## config.mk

```make
export PLATFORM = sky130hd
export DESIGN_NAME = uart_hex_sender
export DESIGN_NICKNAME = d
export VERILOG_FILES = /design/src/rtl/uart_hex_sender.sv
export SDC_FILE = /design/constraint.sdc
export NUM_CORES = 1
export LEC_CHECK = 0
export CORE_MARGIN = 2
export CORE_UTILIZATION = 50
export CTS_BUF_LIST = sky130_fd_sc_hd__clkbuf_16
export CTS_CLUSTER_SIZE = 25
export DETAILED_ROUTE_END_ITERATION = 6
export GPL_TIMING_DRIVEN = 0
export PLACE_DENSITY = 0.68
export REMOVE_ABC_BUFFERS = 1
export SYNTH_ARGS = -nofsm -noshare
export SYNTH_HDL_FRONTEND = slang
export SYNTH_SLANG_ARGS = --single-unit
```

## constraint.sdc

```tcl
create_clock -name clk -period 3.08 [get_ports clk]
set_input_delay 0.308 -clock clk [delete_from_list [all_inputs] [get_ports clk]]
set_output_delay 0.308 -clock clk [all_outputs]
set_load 0.05 [all_outputs]
```

## src/rtl/uart_hex_sender.sv

```systemverilog
// Buffers 32-bit words in a small FIFO and streams each one to the UART as
// 8 uppercase hex characters plus a space or CR LF line terminator.
module uart_hex_sender #(
  parameter int FIFO_DEPTH     = 4,
  parameter int WORDS_PER_LINE = 4
) (
  input  logic        clk,
  input  logic        rst_n,
  input  logic        rdata_snd_start,
  input  logic [31:0] rdata_snd,
  input  logic        line_reset,
  input  logic        ovf_clr,
  output logic [7:0]  tx_data,
  output logic        tx_valid,
  input  logic        tx_ready,
  output logic        flushing_wq,
  output logic        snd_busy,
  output logic        snd_ovf
);

  localparam int PW = $clog2(FIFO_DEPTH);
  localparam int CW = (WORDS_PER_LINE > 1) ? $clog2(WORDS_PER_LINE) : 1;
  localparam logic [PW:0]   PTR_ONE   = (PW + 1)'(1);
  localparam logic [CW-1:0] CNT_ONE   = CW'(1);
  localparam logic [CW-1:0] LAST_WORD = CW'(WORDS_PER_LINE - 1);

  typedef enum logic [2:0] {
    S_IDLE, S_LOAD, S_HEX, S_SEP, S_CR, S_LF, S_DONE
  } state_t;

  state_t        state_q, state_d;
  logic [31:0]   mem_q [FIFO_DEPTH];
  logic [31:0]   mem_d [FIFO_DEPTH];
  logic [PW:0]   wr_ptr_q, wr_ptr_d;
  logic [PW:0]   rd_ptr_q, rd_ptr_d;
  logic          ovf_q, ovf_d;
  logic [31:0]   shift_q, shift_d;
  logic [2:0]    nib_q, nib_d;
  logic [CW-1:0] word_cnt_q, word_cnt_d;

  logic fifo_empty, fifo_full, pop, push, drop;

  function automatic logic [7:0] to_hex(input logic [3:0] n);
    return (n < 4'd10) ? (8'h30 + {4'h0, n}) : (8'h37 + {4'h0, n});
  endfunction

  assign fifo_empty = (wr_ptr_q == rd_ptr_q);
  assign fifo_full  = (wr_ptr_q[PW] != rd_ptr_q[PW]) &&
                      (wr_ptr_q[PW-1:0] == rd_ptr_q[PW-1:0]);
  // A pop in the same cycle frees the head slot, so a push into a full FIFO still lands.
  assign pop  = (state_q == S_LOAD);
  assign push = rdata_snd_start & (~fifo_full | pop);
  assign drop = rdata_snd_start & fifo_full & ~pop;

  assign snd_busy = ~fifo_empty | (state_q != S_IDLE);
  assign snd_ovf  = ovf_q;

  always_comb begin
    mem_d    = mem_q;
    wr_ptr_d = wr_ptr_q;
    rd_ptr_d = rd_ptr_q;
    ovf_d    = ovf_q;
    if (push) begin
      mem_d[wr_ptr_q[PW-1:0]] = rdata_snd;
      wr_ptr_d = wr_ptr_q + PTR_ONE;
    end
    if (pop) rd_ptr_d = rd_ptr_q + PTR_ONE;
    if (drop)         ovf_d = 1'b1;
    else if (ovf_clr) ovf_d = 1'b0;
  end

  always_comb begin
    state_d     = state_q;
    shift_d     = shift_q;
    nib_d       = nib_q;
    word_cnt_d  = word_cnt_q;
    tx_valid    = 1'b0;
    tx_data     = 8'h00;
    flushing_wq = 1'b0;
    case (state_q)
      S_IDLE: if (!fifo_empty) state_d = S_LOAD;
      S_LOAD: begin
        shift_d = mem_q[rd_ptr_q[PW-1:0]];
        nib_d   = 3'd7;
        state_d = S_HEX;
      end
      S_HEX: begin
        tx_valid = 1'b1;
        tx_data  = to_hex(shift_q[31:28]);
        if (tx_ready) begin
          shift_d = {shift_q[27:0], 4'h0};
          nib_d   = nib_q - 3'd1;
          // Terminator is chosen from the line position at the final nibble.
          if (nib_q == 3'd0) state_d = (word_cnt_q == LAST_WORD) ? S_CR : S_SEP;
        end
      end
      S_SEP: begin
        tx_valid = 1'b1;
        tx_data  = 8'h20;
        if (tx_ready) begin
          state_d    = S_DONE;
          word_cnt_d = word_cnt_q + CNT_ONE;
        end
      end
      S_CR: begin
        tx_valid = 1'b1;
        tx_data  = 8'h0D;
        if (tx_ready) state_d = S_LF;
      end
      S_LF: begin
        tx_valid = 1'b1;
        tx_data  = 8'h0A;
        if (tx_ready) begin
          state_d    = S_DONE;
          word_cnt_d = '0;
        end
      end
      S_DONE: begin
        flushing_wq = 1'b1;
        state_d     = S_IDLE;
      end
      default: state_d = S_IDLE;
    endcase
    if (line_reset) word_cnt_d = '0;
  end

  always_ff @(posedge clk) begin
    mem_q <= mem_d;
  end

  always_ff @(posedge clk or negedge rst_n) begin
    if (!rst_n) begin
      state_q    <= S_IDLE;
      wr_ptr_q   <= '0;
      rd_ptr_q   <= '0;
      ovf_q      <= 1'b0;
      shift_q    <= '0;
      nib_q      <= '0;
      word_cnt_q <= '0;
    end else begin
      state_q    <= state_d;
      wr_ptr_q   <= wr_ptr_d;
      rd_ptr_q   <= rd_ptr_d;
      ovf_q      <= ovf_d;
      shift_q    <= shift_d;
      nib_q      <= nib_d;
      word_cnt_q <= word_cnt_d;
    end
  end

endmodule

```

==> results of run 1 <==
==> timing repair <==
| item | CTS | global route |
|---|---|---|
| hold buffers | 1 | 0 |
| setup buffers | 1 | 0 |
| cloned | 0 | 0 |
| endpoints found under the hold margin | 7 | 0 |
| gates resized for setup | 5 | 6 |
| pin swaps | 1 | 0 |
| endpoints found under the setup margin | 4 | 5 |
==> cells in the final DEF (no fill, tap or decap), types with 3 or more instances in the layout <==
cell | Yosys | layout
bufinv_16 | 0 | 3
dlymetal6s2s_1 | 0 | 4
nand2_1 | 36 | 36
mux4_2 | 32 | 32
o21ai_0 | 8 | 8
nor2_1 | 38 | 38
inv_1 | 11 | 12
xor2_1 | 4 | 4
nor3_1 | 3 | 3
edfxtp_1 | 128 | 128
buf_12 | 0 | 6
a22o_1 | 4 | 4
clkdlybuf4s50_1 | 0 | 41
clkbuf_16 | 0 | 17
ha_1 | 11 | 11
dfrtp_1 | 47 | 45
inv_6 | 0 | 4
and2_2 | 0 | 4
a21oi_1 | 62 | 62
xnor2_1 | 4 | 4
==> flip-flops by register name (all words and copies together) (netlist names) <==
name / cells
mem_q: 128
nib_q: 3
rd_ptr_q: 3
shift_q: 32
snd_ovf: 1
state_q: 3
word_cnt_q: 2
wr_ptr_q: 3
==> cell usage after synthesis, drive strengths merged (5+ instances only) <==
library cell,n
dfrtp,47
and2,5
mux4,32
inv,11
buf,20
edfxtp,128
nor2,38
a21oi,63
clkbuf,8
o21ai,9
ha,11
nand2,36
==> logic make-up after synthesis <==
family,count (synthesis),synth area share (%)
simple gates,96,6.11
buf+inv,39,2.68
flops,175,70.4
other cells,1,0.0526
mux,33,10.3
compound gates,92,7.60
fa+ha+maj,11,1.93
xor+xnor,8,0.982
==> power by group through the flow <==
stage	Clock, mW	Combinational, mW	Sequential [mW]
detailed placement	0	2.99	3.79
floorplan	0	2.05	3.70
global route	2.31	3.28	3.82
finish	2.17	2.96	3.73
global placement	0	2.72	3.84
CTS	2.21	3.01	3.74
==> per-layer routing <==
metal,global-route usage [%],up-vias,part of all wire (%)
li1,-,1814,-
met1,23.8,1963,43
met2,28.8,104,51
met3,5.95,10,4.9
met4,6.11,0,1.0
met5,0,-,0
==> how the worst max path moves through the flow <==
stage | start | to | slack (ns) | cells after the start
final | rd_ptr_q[1] | snd_busy | 0.18 | 4
after detailed placement | state_q[2] | tx_data[1] | -0.48 | 5
after global routing | rd_ptr_q[1] | snd_busy | 0.02 | 4
after CTS | state_q[1] | tx_data[1] | 0.04 | 5
after global placement | rd_ptr_q[0] | mem_q[15] | -1.37 | 3
after floorplan | rd_ptr_q[0] | mem_q[0] | -0.14 | 3
==> critical path: cells and delay by family (launching register included) <==
family,cells,cell delay [ns]
and+or+nand+nor,2,0.17
xor gates and xnor gates,1,0.24
DFF,1,0.96
buffers and inverters,1,0.80
==> area by class of cell <==
cell class | instances | share of cell area [%]
clock inverters | 15 | 2.14
repair buffers | 57 | 7.60
well taps | 180 | 2.66
flip-flops and latches | 175 | 59.3
clock buffers | 17 | 5.02
inverters | 11 | 0.487
multi-input cells | 241 | 22.8
==> per-stage QoR <==
step / instances / worst slack (ns) / cell area, sq um / setup TNS, ns / util (%)
floorplan: 427 / -0.144 / 6980 / -15.46 / -
CTS: 696 / 0.0394 / 8470 / 0 / 61.0
finish: 696 / 0.175 / 8480 / 0 / 61.1
global route: 696 / 0.0234 / 8480 / 0 / 61.1
detailed placement: 662 / -0.476 / 7840 / -0.723 / 56.5
global placement: 655 / -1.37 / 7690 / -172.88 / 55.4
==> results_dict.tcl, run 1 <==
set metrics [dict create \
    status "complete, no violations" \
    max-slew-margin-rel_pct 32.8 \
    finalCritPeriodShare_pct 94.3 \
    ys_types 48 \
    synth_area_leader_cell "edfxtp_1" \
    cts_max_level 4 \
    seqPwrFrac_pct 42.1 \
    wl_um 12500 \
    tritoncts.num_buffers 17 \
    initial_utilization_pct 51.4 \
    synth_area_sq_mm 0.00713 \
    criticalPathCategory "reg -> out" \
    via_per_inst 5.59 \
    antenna_left 0 \
    pin_count 50 \
    area_delta_synth_final_pct 18.8 \
    p_sw_share_pct 33.8 \
    timing.fmax_mhz 344 \
    num_vias 3891 \
    synth_seq_cells 175 \
    seqCellArea_sq_mm 0.00502 \
    slowest_stage "dfrtp_2" \
    critPathMaxFanout 35 \
    hold_path.class "in -> async" \
    critical_path_required_ns 2.77 \
    gr-total-overflow 0 \
    die_w_um 123 \
    dieHeight_um 123 \
    syn_area_per_cell_sq_um 15.7 \
    r2r_slack_ns 0.31 \
    skew_ns 0.0163 \
    synth_top_area_share_pct 53.9 \
    seq_area_frac_synth_pct 70.4 \
    worstReg2RegStart "state_q[0]" \
    pwr-share-comb_pct 33.4 \
    drt_pre_antenna_iters 5 \
    nets 552 \
    fin_hold_ws_ns 0.270 \
    endpoint_kind "primary output" \
    clk_path_buf_depth 2 \
    grt_pass1_wl_um 20200 \
    cts.sinks 175 \
    finalSetupViolCount 0 \
    die_area_sq_mm 0.0152 \
    yosys-top-cells-area "edfxtp_1 54%, dfrtp_1 16%, mux4_2 10%" \
    grt_pass1_vias 3926 \
    cp_cell_sequence "xor2_1 -> nor2_1 -> nand2_1 -> clkdlybuf4s50_1" \
    n_fill_cell 1040 \
    wl_per_cell_um 17.9 \
    rsz0062_at_grt "no" \
    synthCells 455 \
    crit_arrival_ns 2.60 \
    finalWeightedCongestion 0.766 \
    maxCapViolCount 0 \
    drive_gt1_share_pct 16.7 \
    antenna_found_initial 0 \
    synth_edf_count 128 \
    max_stage_delay_ns 0.96 \
    coreArea_sq_mm 0.0139 \
    p_leak_nw 3.14 \
    drv_slew 0 \
    row_count 43 \
    hold_viol 0 \
    reg2reg_to "shift_q[26]" \
    multiInputGateArea_sq_mm 0.00194 \
    worst_pin_slew_ns 1.00 \
    pwr-share-clk_pct 24.5 \
    numPortBuffers 48 \
    insertion_delay_ns 0.43 \
    post-route-min-period_ns 2.90 \
    hpwl_um 7390 \
    diodes 0 \
    tritoncts "yes" \
    ir_drop_v 0.000662 \
    p_per_area_mw_per_mm2 1040 \
    path_clk_slew_ns 0.07 \
    start_kind "flip-flop" \
    ys_warn_count 0 \
    grt_max_degree 41 \
    drc 0 \
    synth-async-reset-ratio_pct 26.9 \
    r2r_cells 4 \
    p_int_mw 5.86 \
    power_switching_mw 2.99 \
    ys.flop_type "edfxtp_1" \
    clockRootBuffer "clkbuf_16" \
    gr-usage-all-layers_pct 18.2 \
    drt_iter0_drc 283 \
    power_mw 8.86 \
]
Note: power is estimated with default switching activity, not from simulation.
==> inputs of run 2 (changes only) <==
--- a/config.mk
+++ b/config.mk
@@ -5,11 +5,11 @@
 export SDC_FILE = /design/constraint.sdc
 export NUM_CORES = 1
 export LEC_CHECK = 0
-export CORE_MARGIN = 2
 export CORE_UTILIZATION = 50
 export CTS_BUF_LIST = sky130_fd_sc_hd__clkbuf_16
 export CTS_CLUSTER_SIZE = 25
 export DETAILED_ROUTE_END_ITERATION = 6
+export GPL_ROUTABILITY_DRIVEN = 0
 export GPL_TIMING_DRIVEN = 0
 export PLACE_DENSITY = 0.68
 export REMOVE_ABC_BUFFERS = 1
==> results_dict.tcl, run 2 (synthesis gave the netlist of run 1 again) <==
set metrics [dict create \
    tritoncts.num_buffers 17 \
    wl_per_cell_um 19.1 \
    crit_arrival_ns 2.59 \
    gr-total-overflow 0 \
    coreArea_sq_mm 0.0139 \
    worstReg2RegStart "state_q[0]" \
    cpMostUsedCell "inv_1" \
    finalCritPeriodShare_pct 94.1 \
    hpwl_um 7980 \
    start_kind "flip-flop" \
    post-route-min-period_ns 2.90 \
    drive_gt1_share_pct 15.3 \
    tritoncts "yes" \
    clockRootBuffer "clkbuf_16" \
    seqCellArea_sq_mm 0.00502 \
    n_fill_cell 1023 \
    drv_slew 0 \
    grt_pass1_wl_um 21500 \
    top_regs "mem_q: 128 flops, shift_q: 32 flops" \
    dieHeight_um 121 \
    ir_drop_v 0.000556 \
    nets 554 \
    max-slew-margin-rel_pct 20.6 \
    p_per_area_mw_per_mm2 1030 \
    diodes 0 \
    startpoint "state_q[1]" \
    insertion_delay_ns 0.42 \
    row_count 43 \
    clk_path_buf_depth 2 \
    drt_pre_antenna_iters 4 \
    critical_path_required_ns 2.77 \
    hold_viol 0 \
    initial_utilization_pct 51.4 \
    finalSetupViolCount 0 \
    layout_common_cells "128 x edfxtp_1, 62 x a21oi_1, 45 x dfrtp_1, 41 x clkdlybuf4s50_1, 38 x nor2_1" \
    largest_reg_flops 128 \
    grt_max_degree 35 \
    worst_pin_slew_ns 1.19 \
    multiInputGateArea_sq_mm 0.00196 \
    final_common_cell "edfxtp_1" \
    skew_ns 0.00692 \
    grt_pass1_vias 4027 \
    pin_count 50 \
    hold_path.class "in -> async" \
    drc 0 \
    numPortBuffers 48 \
    layout_setup_ws_ns 0.183 \
    cts_max_level 4 \
    r2r_cells 5 \
    antenna_left 0 \
    antenna_found_initial 0 \
    cts.sinks 175 \
    reg2reg_to "shift_q[22]" \
    place_ws_ns -0.546 \
    top_register "mem_q" \
    gr-usage-all-layers_pct 20.1 \
    die_w_um 121 \
    drt_iter0_drc 243 \
    via_per_inst 5.59 \
    cp_cell_sequence "inv_1 -> ha_1 -> inv_1 -> clkdlybuf4s50_1" \
    setup.worst_path.end "tx_valid" \
    wl_um 13300 \
    fin_util_pct 60.8 \
    slowest_stage "clkdlybuf4s50_1" \
    status "complete, no violations" \
    endpoint_kind "primary output" \
    r2r_slack_ns 0.59 \
    maxCapViolCount 0 \
    timing.fmax_mhz 345 \
    critPathMaxFanout 12 \
    max_stage_delay_ns 0.81 \
    num_vias 3899 \
    path_clk_slew_ns 0.06 \
    criticalPathCategory "reg -> out" \
    p_leak_nw 3.13 \
    die_area_sq_mm 0.0147 \
    area_delta_synth_final_pct 18.4 \
]
run 2: final cells by class:
type / instances / share of cell area [%]
multi-input combinational: 242 / 23.2
clock inverter: 15 / 1.32
clock buffer: 17 / 5.04
inverter: 11 / 0.489
sequential: 175 / 59.5
timing repair buffer: 58 / 7.79
tap: 180 / 2.67
run 2: worst min-delay path by stage:
stage / start / to / slack [ns] / depth (start not counted)
after floorplan: rst_n / nib_q[0] / 0.01 / 0
after global placement: nib_q[0] / nib_q[0] / 0.47 / 1
after detailed placement: rst_n / snd_ovf / 0.31 / 1
after CTS: rst_n / snd_ovf / 0.40 / 2
after global routing: rst_n / word_cnt_q[1] / 0.42 / 2
final: rst_n / word_cnt_q[1] / 0.40 / 2
run 2: report_power, final:
| part | leakage (nW) | switching, mW | internal [mW] |
|---|---|---|---|
| clock network | 0.270 | 0.811 | 1.16 |
| logic | 1.14 | 1.78 | 1.33 |
| registers | 1.72 | 0.391 | 3.27 |
| total | 3.13 | 2.98 | 5.75 |
run 2: metal layers:
metal | track usage (%) | share of wire, % | routed length [um]
met5 | 0 | 0 | 0
met4 | 8.26 | 1.2 | 159
met3 | 4.46 | 4.2 | 561
met2 | 31.6 | 50 | 6670
met1 | 27.2 | 44 | 5930
run 2: what timing repair did:
item / in CTS / in global routing
hold buffers: 1 / 0
endpoints found under the hold margin: 20 / 0
gates cloned: 1 / 0
endpoints found under the setup margin: 9 / 22
gates resized for setup: 8 / 6
setup buffers: 1 / 1
pin swaps: 1 / 0
run 2: worst max-delay path, delay by kind of cell (launching register included):
kind,cells,cell delay [ns]
buf+inv,3,1.14
flops,1,0.62
fa+ha+maj,1,0.41
run 2: metrics by stage:
step	total power, mW	instance area (sq um)	hold WS, ns	TNS, ns	instances
after floorplan	5.74	6980	0.0124	-15.46	427
after detailed placement	6.76	7840	0.312	-1.07	662
after CTS	8.81	8420	0.400	-0.00349	697
after global routing	9.26	8450	0.425	-0.00945	698
after global placement	6.58	7690	0.465	-183.73	655
final	8.73	8450	0.398	0	698
